File: config.mk
export PLATFORM = sky130hd
export DESIGN_NAME = gatebach_feeder_flat
export DESIGN_NICKNAME = d
export VERILOG_FILES = /design/src/rtl/gatebach_feeder_if.sv /design/src/rtl/gatebach_feeder.sv /design/src/flat_wrapper.sv
export SDC_FILE = /design/constraint.sdc
export NUM_CORES = 2
export LEC_CHECK = 0
export CAP_MARGIN = 15
export CELL_PAD_IN_SITES_DETAIL_PLACEMENT = 0
export CELL_PAD_IN_SITES_GLOBAL_PLACEMENT = 1
export CORE_ASPECT_RATIO = 0.7
export CORE_MARGIN = 2
export CORE_UTILIZATION = 50
export DETAILED_ROUTE_END_ITERATION = 6
export GPL_TIMING_DRIVEN = 0
export HOLD_SLACK_MARGIN = 0.02
export PLACE_DENSITY = 0.83
export SLEW_MARGIN = 15
export SYNTH_ARGS = -nofsm -noshare
export SYNTH_HDL_FRONTEND = slang
export SYNTH_SLANG_ARGS = --single-unit
File: constraint.sdc
create_clock -name clk -period 6.25 [get_ports clk]
set_clock_uncertainty 0.15 [all_clocks]
set_input_delay 0.9375 -clock clk [delete_from_list [all_inputs] [get_ports clk]]
set_output_delay 0.9375 -clock clk [all_outputs]
set_load 0.01 [all_outputs]
File: src/rtl/gatebach_feeder_if.sv
// Host and core-bus signal bundle for gatebach_feeder.
// The feeder takes the slave modport; the host/core environment takes master.
interface gatebach_feeder_if #(
    parameter int ADDR_W = 7,
    parameter int DATA_W = 32
);
    logic              start;
    logic              prime_valid;
    logic [DATA_W-1:0] prime_data;
    logic              prime_ready;
    logic              core_cs_in;
    logic [ADDR_W-1:0] core_add_in;
    logic [DATA_W-1:0] core_data_in;
    logic              core_proc_done;
    logic              core_cs_out;
    logic [ADDR_W-1:0] core_add_out;
    logic [DATA_W-1:0] core_data_out;
    logic              res_valid;
    logic [ADDR_W-1:0] res_index;
    logic [DATA_W-1:0] res_data;
    logic              res_ready;
    logic              busy;
    logic              done;
    logic              err;

    modport slave (
        input  start, prime_valid, prime_data, core_proc_done,
               core_cs_out, core_add_out, core_data_out, res_ready,
        output prime_ready, core_cs_in, core_add_in, core_data_in,
               res_valid, res_index, res_data, busy, done, err
    );

    modport master (
        output start, prime_valid, prime_data, core_proc_done,
               core_cs_out, core_add_out, core_data_out, res_ready,
        input  prime_ready, core_cs_in, core_add_in, core_data_in,
               res_valid, res_index, res_data, busy, done, err
    );
endinterface

File: src/rtl/gatebach_feeder.sv
// Loads one prime per gatebach_core, waits for sieving, buffers the result slice
// and streams it back to the host under valid/ready.
//  state       | meaning
//  S_IDLE      | waiting for start
//  S_LOAD      | accepting primes, writing one per core
//  S_WAIT_PROC | waiting for core_proc_done (watchdog armed)
//  S_COLLECT   | capturing result words from core output bus (watchdog armed)
//  S_DRAIN     | streaming buffered words to host
module gatebach_feeder #(
    parameter int CORE_NUM = 100,
    parameter int WORD_NUM = 100,
    parameter int ADDR_W   = 7,
    parameter int DATA_W   = 32,
    parameter int TIMEOUT  = 65535
) (
    input  logic              clk,
    input  logic              sys_rst,
    gatebach_feeder_if.slave  bus
);

    typedef enum logic [2:0] {
        S_IDLE,
        S_LOAD,
        S_WAIT_PROC,
        S_COLLECT,
        S_DRAIN
    } state_t;

    localparam logic [ADDR_W-1:0] CORE_LAST = ADDR_W'(CORE_NUM - 1);
    localparam logic [ADDR_W-1:0] WORD_LIM  = ADDR_W'(WORD_NUM);
    localparam logic [ADDR_W-1:0] WORD_LAST = ADDR_W'(WORD_NUM - 1);
    localparam logic [15:0]       WD_LOAD   = 16'(TIMEOUT - 1);

    state_t            r_state;
    logic [ADDR_W-1:0] r_load_cnt;
    logic [ADDR_W-1:0] r_cap_cnt;
    logic [ADDR_W-1:0] r_rd_ptr;
    logic [15:0]       r_wdog;
    logic              r_prime_ready;
    logic              r_core_cs_in;
    logic [ADDR_W-1:0] r_core_add_in;
    logic [DATA_W-1:0] r_core_data_in;
    logic              r_res_valid;
    logic [DATA_W-1:0] r_res_data;
    logic              r_busy;
    logic              r_done;
    logic              r_err;
    logic [DATA_W-1:0] r_buf [WORD_NUM];

    logic              w_accept;
    logic              w_cap_en;
    logic              w_wd_expired;
    logic [ADDR_W-1:0] w_cap_idx;
    logic [ADDR_W-1:0] w_rd_next;

    assign w_accept     = (r_state == S_LOAD) && bus.prime_valid && r_prime_ready;
    assign w_wd_expired = (r_wdog == 16'd0);
    // Output address leads the data word by one, so address 0 carries nothing.
    assign w_cap_idx    = bus.core_add_out - ADDR_W'(1);
    assign w_cap_en     = (r_state == S_COLLECT) && (r_cap_cnt != WORD_LIM) && !w_wd_expired
                          && bus.core_cs_out && (bus.core_add_out != '0)
                          && (bus.core_add_out <= WORD_LIM);
    assign w_rd_next    = r_rd_ptr + ADDR_W'(1);

    always_ff @(posedge clk) begin
        if (w_cap_en) begin
            r_buf[w_cap_idx] <= bus.core_data_out;
        end
    end

    always_ff @(posedge clk or posedge sys_rst) begin
        if (sys_rst) begin
            r_state        <= S_IDLE;
            r_load_cnt     <= '0;
            r_cap_cnt      <= '0;
            r_rd_ptr       <= '0;
            r_wdog         <= '0;
            r_prime_ready  <= 1'b0;
            r_core_cs_in   <= 1'b0;
            r_core_add_in  <= '0;
            r_core_data_in <= '0;
            r_res_valid    <= 1'b0;
            r_res_data     <= '0;
            r_busy         <= 1'b0;
            r_done         <= 1'b0;
            r_err          <= 1'b0;
        end else begin
            r_core_cs_in <= 1'b0;
            r_done       <= 1'b0;
            case (r_state)
                S_IDLE: begin
                    // A start coinciding with the done pulse belongs to the old job.
                    if (bus.start && !r_done) begin
                        r_state       <= S_LOAD;
                        r_load_cnt    <= '0;
                        r_err         <= 1'b0;
                        r_prime_ready <= 1'b1;
                        r_busy        <= 1'b1;
                    end
                end
                S_LOAD: begin
                    if (w_accept) begin
                        r_core_cs_in   <= 1'b1;
                        r_core_add_in  <= r_load_cnt;
                        r_core_data_in <= bus.prime_data;
                        r_load_cnt     <= r_load_cnt + ADDR_W'(1);
                        if (r_load_cnt == CORE_LAST) begin
                            r_prime_ready <= 1'b0;
                            r_wdog        <= WD_LOAD;
                            r_state       <= S_WAIT_PROC;
                        end
                    end
                end
                S_WAIT_PROC: begin
                    if (bus.core_proc_done) begin
                        r_state   <= S_COLLECT;
                        r_wdog    <= WD_LOAD;
                        r_cap_cnt <= '0;
                    end else if (w_wd_expired) begin
                        r_state <= S_IDLE;
                        r_err   <= 1'b1;
                        r_busy  <= 1'b0;
                    end else begin
                        r_wdog <= r_wdog - 16'd1;
                    end
                end
                S_COLLECT: begin
                    if (r_cap_cnt == WORD_LIM) begin
                        r_state     <= S_DRAIN;
                        r_rd_ptr    <= '0;
                        r_res_valid <= 1'b1;
                        r_res_data  <= r_buf[0];
                    end else if (w_wd_expired) begin
                        r_state <= S_IDLE;
                        r_err   <= 1'b1;
                        r_busy  <= 1'b0;
                    end else begin
                        r_wdog <= r_wdog - 16'd1;
                        if (w_cap_en) begin
                            r_cap_cnt <= r_cap_cnt + ADDR_W'(1);
                        end
                    end
                end
                S_DRAIN: begin
                    if (bus.res_ready) begin
                        if (r_rd_ptr == WORD_LAST) begin
                            r_state     <= S_IDLE;
                            r_res_valid <= 1'b0;
                            r_res_data  <= '0;
                            r_rd_ptr    <= '0;
                            r_busy      <= 1'b0;
                            r_done      <= 1'b1;
                        end else begin
                            r_rd_ptr   <= w_rd_next;
                            r_res_data <= r_buf[w_rd_next];
                        end
                    end
                end
                default: begin
                    r_state <= S_IDLE;
                    r_busy  <= 1'b0;
                end
            endcase
        end
    end

    assign bus.prime_ready  = r_prime_ready;
    assign bus.core_cs_in   = r_core_cs_in;
    assign bus.core_add_in  = r_core_add_in;
    assign bus.core_data_in = r_core_data_in;
    assign bus.res_valid    = r_res_valid;
    assign bus.res_index    = r_rd_ptr;
    assign bus.res_data     = r_res_data;
    assign bus.busy         = r_busy;
    assign bus.done         = r_done;
    assign bus.err          = r_err;

endmodule

File: src/flat_wrapper.sv
// flat-port wrapper written by rule: the top's interface ports become plain ports
module gatebach_feeder_flat 
#(
    parameter int CORE_NUM = 100,
    parameter int WORD_NUM = 100,
    parameter int ADDR_W   = 7,
    parameter int DATA_W   = 32,
    parameter int TIMEOUT  = 65535
)
  (clk, sys_rst, bus_start, bus_prime_valid, bus_prime_data, bus_core_proc_done, bus_core_cs_out, bus_core_add_out, bus_core_data_out, bus_res_ready, bus_prime_ready, bus_core_cs_in, bus_core_add_in, bus_core_data_in, bus_res_valid, bus_res_index, bus_res_data, bus_busy, bus_done, bus_err);
  gatebach_feeder_if #(.ADDR_W(ADDR_W), .DATA_W(DATA_W)) bus_i ();
  input  logic clk;
  input  logic sys_rst;
  input wire logic [$bits(bus_i.start)-1:0] bus_start;
  input wire logic [$bits(bus_i.prime_valid)-1:0] bus_prime_valid;
  input wire logic [$bits(bus_i.prime_data)-1:0] bus_prime_data;
  input wire logic [$bits(bus_i.core_proc_done)-1:0] bus_core_proc_done;
  input wire logic [$bits(bus_i.core_cs_out)-1:0] bus_core_cs_out;
  input wire logic [$bits(bus_i.core_add_out)-1:0] bus_core_add_out;
  input wire logic [$bits(bus_i.core_data_out)-1:0] bus_core_data_out;
  input wire logic [$bits(bus_i.res_ready)-1:0] bus_res_ready;
  output wire logic [$bits(bus_i.prime_ready)-1:0] bus_prime_ready;
  output wire logic [$bits(bus_i.core_cs_in)-1:0] bus_core_cs_in;
  output wire logic [$bits(bus_i.core_add_in)-1:0] bus_core_add_in;
  output wire logic [$bits(bus_i.core_data_in)-1:0] bus_core_data_in;
  output wire logic [$bits(bus_i.res_valid)-1:0] bus_res_valid;
  output wire logic [$bits(bus_i.res_index)-1:0] bus_res_index;
  output wire logic [$bits(bus_i.res_data)-1:0] bus_res_data;
  output wire logic [$bits(bus_i.busy)-1:0] bus_busy;
  output wire logic [$bits(bus_i.done)-1:0] bus_done;
  output wire logic [$bits(bus_i.err)-1:0] bus_err;
  assign bus_i.start = bus_start;
  assign bus_i.prime_valid = bus_prime_valid;
  assign bus_i.prime_data = bus_prime_data;
  assign bus_i.core_proc_done = bus_core_proc_done;
  assign bus_i.core_cs_out = bus_core_cs_out;
  assign bus_i.core_add_out = bus_core_add_out;
  assign bus_i.core_data_out = bus_core_data_out;
  assign bus_i.res_ready = bus_res_ready;
  assign bus_prime_ready = bus_i.prime_ready;
  assign bus_core_cs_in = bus_i.core_cs_in;
  assign bus_core_add_in = bus_i.core_add_in;
  assign bus_core_data_in = bus_i.core_data_in;
  assign bus_res_valid = bus_i.res_valid;
  assign bus_res_index = bus_i.res_index;
  assign bus_res_data = bus_i.res_data;
  assign bus_busy = bus_i.busy;
  assign bus_done = bus_i.done;
  assign bus_err = bus_i.err;
  gatebach_feeder #(.CORE_NUM(CORE_NUM), .WORD_NUM(WORD_NUM), .ADDR_W(ADDR_W), .DATA_W(DATA_W), .TIMEOUT(TIMEOUT)) u_core (.clk(clk), .sys_rst(sys_rst), .bus(bus_i));
endmodule
==> results.py <==
metrics = {
    "synthesis": {
        "synth-edff-count": 3200,
        "synth_cells": 5888,
        "yosys.area_share.simple": 0.0288,
        "synthAdderAreaFrac": 0.000783,
        "ys_seq_area_frac": 0.775,
        "yosysWarnings": 0,
        "synth.mux.area_fraction": 0.158,
        "syn_area_um2": 128000,
        "synth_nets": 5974,
        "postSynthAreaPerCell_um2": 21.7,
        "ys_types": 66,
        "synth-xor-area-share": 0.00245,
        "synth_top_family_by_area": "multiplexers",
        "synth-seq-cells": 3317,
        "synthFlopType": "edfxtp_1",
        "synth-compound-area-share": 0.0220,
        "ys_async_sr_fraction": 0.0353,
    },
    "setup_path": {
        "required_ns": 6.75,
        "crit_buf_inv": 5,
        "crit_type": "reg -> reg",
        "start_kind": "flop",
        "r2r-start": "u_core.bus.res_index[1]",
        "crit_family": "buffers and inverters",
        "worst_path_largest_cell_delay_ns": 0.93,
        "crit_fanout": 10,
        "worst_ep_arrival_time_ns": 6.31,
        "reg2reg_slack_ns": 0.44,
        "worstRegToRegCells": 11,
        "r2r-end": "u_core.bus.res_data[9]",
        "end_kind": "flop",
        "cp_slowest_cell": "o21ai_0",
        "crit_chain": "ha_1 > buf_4 > buf_4 > buf_2 > buf_2 > clkbuf_1 > mux4_2 > a22oi_1 > a21oi_1 > o21ai_0 > a22oi_1",
    },
    "global_routing": {
        "antenna_found_initial": 27,
        "first_global_vias": 65550,
        "grt_use_total": 0.295,
        "grt_pass1_wl_um": 526000,
        "grt-ovfl-total": 0,
        "grt_max_degree": 97,
    },
    "die": {
        "row_count": 155,
        "die-height_um": 427,
        "start_util": 0.502,
        "coreArea_um2": 255000,
        "dieArea_um2": 260000,
        "io_pins": 162,
        "die_w_um": 608,
    },
    "clock_tree": {
        "path_clk_slew_ns": 0.08,
        "clkLatencyLatePin_ns": 0.88,
        "cts_setup_buffers": 0,
        "cts_tree": "yes",
        "cts_resized": 0,
        "htree_levels": 5,
        "cts_buffer_depth": 4,
        "cts_buffers": 296,
        "ctsHoldBuffers": 0,
        "cts_sinks": 3317,
        "cts-root-buf": "clkbuf_16",
    },
    "routing": {
        "dr_total_vias": 68745,
        "drcViolationCount": 1,
        "wirelength_um": 386000,
        "routedWlPerCell_um": 38.2,
        "antenna_left": 0,
        "drtIter0Drc": 13883,
        "drt-pass1-iter-count": 7,
        "avgViaCountPerCell": 6.80,
    },
    "cells_and_area": {
        "fin_util": 0.578,
        "layout-drive-gt1-share": 0.265,
        "area_delta_synth_final_pct": 15.1,
        "multi_input_area_um2": 27900,
        "regArea_um2": 99000,
        "layout.nets": 6592,
        "fillCellCount": 17703,
    },
    "min_path": {
        "hold_end": "u_core.r_buf[69][26]",
        "min_from": "bus_core_data_out[26]",
        "min_path_cells": 1,
        "holdCritPathClass": "in -> reg",
    },
    "outcome": {
        "status": "finished, violations left",
        "violations": "DRC, slew limit",
    },
    "timing": {
        "min_period_ns": 5.81,
        "relSlewSlack": -0.0301,
        "fin_crit_sh": 0.930,
        "fmax_ghz": 0.172,
        "hold_violations": 0,
        "setup_viol": 0,
        "tightest_slew_ns": 1.55,
        "rsz0062_at_grt": "false",
        "drv_slew": 1,
        "final.setup.tns_ns": 0,
    },
    "placed_design": {
        "detailedPlacementHpwl_um": 261000,
        "routabilityCongestion": 0.975,
        "io_buffers": 160,
    },
    "power_and_ir_drop": {
        "power_density_nw_per_um2": 398,
        "p_leak_nw": 46.4,
        "ir_drop_mv": 0.292,
    },
    "job": {
        "maxCapViolations": 0,
    },
}
-- synthesized netlist by cell type (17+ instances only) --
master	n	area [µm²]
a211oi_1	17	128
a21oi_1	68	340
a221oi_1	22	193
a22oi_1	74	556
a32oi_1	19	166
and3_1	18	113
buf_1	32	120
buf_2	139	696
buf_4	52	390
clkbuf_1	95	357
dfrtp_1	117	2930
edfxtp_1	3200	96100
mux2i_1	84	841
mux4_2	857	19300
nand2_1	479	1800
nand3_1	98	490
nand4_1	27	169
nor2_1	149	559
o21a_1	29	218
o21ai_0	40	200
o22ai_1	33	206
xor2_1	20	175
-- layout by cell type (no fill, tap or decap), drive strengths merged, types with 10 or more instances in the layout --
cell type,instances
a22oi,74
xnor2,12
dfrtp,117
clkinv,115
nor2,149
mux4,857
and3b,10
nand2,479
nand4,27
xor2,22
bufinv,21
a21oi,68
clkdlybuf4s50,128
a2111oi,16
nand3,98
clkinvlp,10
a21boi,10
a32o,12
mux2i,84
buf,422
a32oi,19
o22ai,33
o21a,29
a311oi,14
inv,16
edfxtp,3200
o21ai,42
a211oi,17
clkbuf,469
a221oi,22
and3,18
-- worst register-to-register path: stages, from the launching register on --
cell and delay, ns:
dfrtp_1 0.54, ha_1 0.36, buf_4 0.20, buf_4 0.32
buf_2 0.65, buf_2 0.66, clkbuf_1 0.77, mux4_2 0.44
a22oi_1 0.24, a21oi_1 0.15, o21ai_0 0.93, a22oi_1 0.17
-- layout make-up --
type	count	share of cell area
antenna	8	0.000136
buffer	327	0.0114
clock buffer	372	0.0542
clock inverter	151	0.00906
inverter	11	0.000315
multi-input combinational	2233	0.190
sequential	3317	0.673
tap	3375	0.0287
timing repair buffer	320	0.0339
-- layer usage --
layer | vias up | wire, µm | track usage
met5 | - | 469 | 0.00730
met4 | 8 | 15900 | 0.100
met3 | 785 | 68800 | 0.132
met2 | 6001 | 164000 | 0.418
met1 | 36058 | 136000 | 0.407
li1 | 25893 | - | -
-- worst max-delay path by stage --
stage,endpoint,start,cells past startpoint
2_1_floorplan,u_core.r_buf[8][0],bus_core_add_out[0],10
3_3_place_gp,u_core.r_buf[47][30],bus_core_add_out[0],11
3_5_place_dp,u_core.r_buf[35][9],bus_core_add_out[0],14
4_1_cts,u_core.bus.res_data[17],u_core.bus.res_index[1],11
5_1_grt,u_core.bus.res_data[17],u_core.bus.res_index[1],11
6_report,u_core.bus.res_data[9],u_core.bus.res_index[1],11
-- report_power, final --
| group | leakage (nW) | internal [W] | switching (W) |
|---|---|---|---|
| clock network | 4.54 | 0.00995 | 0.00814 |
| registers | 30.3 | 0.0245 | 0.000231 |
| logic | 11.5 | 0.00526 | 0.0105 |
-- state kept, by name, summed over array words and instances (netlist names), 3 cells and up --
signal,count
u_core.bus.core_add_in,7
u_core.bus.core_data_in,32
u_core.bus.res_data,32
u_core.bus.res_index,7
u_core.r_buf,3200
u_core.r_cap_cnt,7
u_core.r_load_cnt,7
u_core.r_state,3
u_core.r_wdog,16
-- stage by stage --
stage	instances	power (W)	hold WS, ns	worst slack, ns	cell area, µm²
after floorplan	5888	0.0329	0.287	1.70	128000
after global placement	9423	0.0398	0.314	-4.16	134000
after detailed placement	9583	0.0401	0.308	0.0605	138000
after CTS	10106	0.0579	0.159	0.680	147000
after global routing	10108	0.0595	0.184	0.607	147000
final	10114	0.0586	0.185	0.440	147000
-- cell families (layout without fill, tap and decap cells) --
family | count (synthesis) | in the layout
AOI/OAI and AO/OA | 397 | 397
xor gates and xnor gates | 34 | 34
adders and majority gates | 8 | 8
buffers and inverters | 338 | 1181
DFF | 3317 | 3317
muxes | 946 | 946
other | 0 | 8
and+or+nand+nor | 848 | 848
Power figures use the tool's default switching activity.
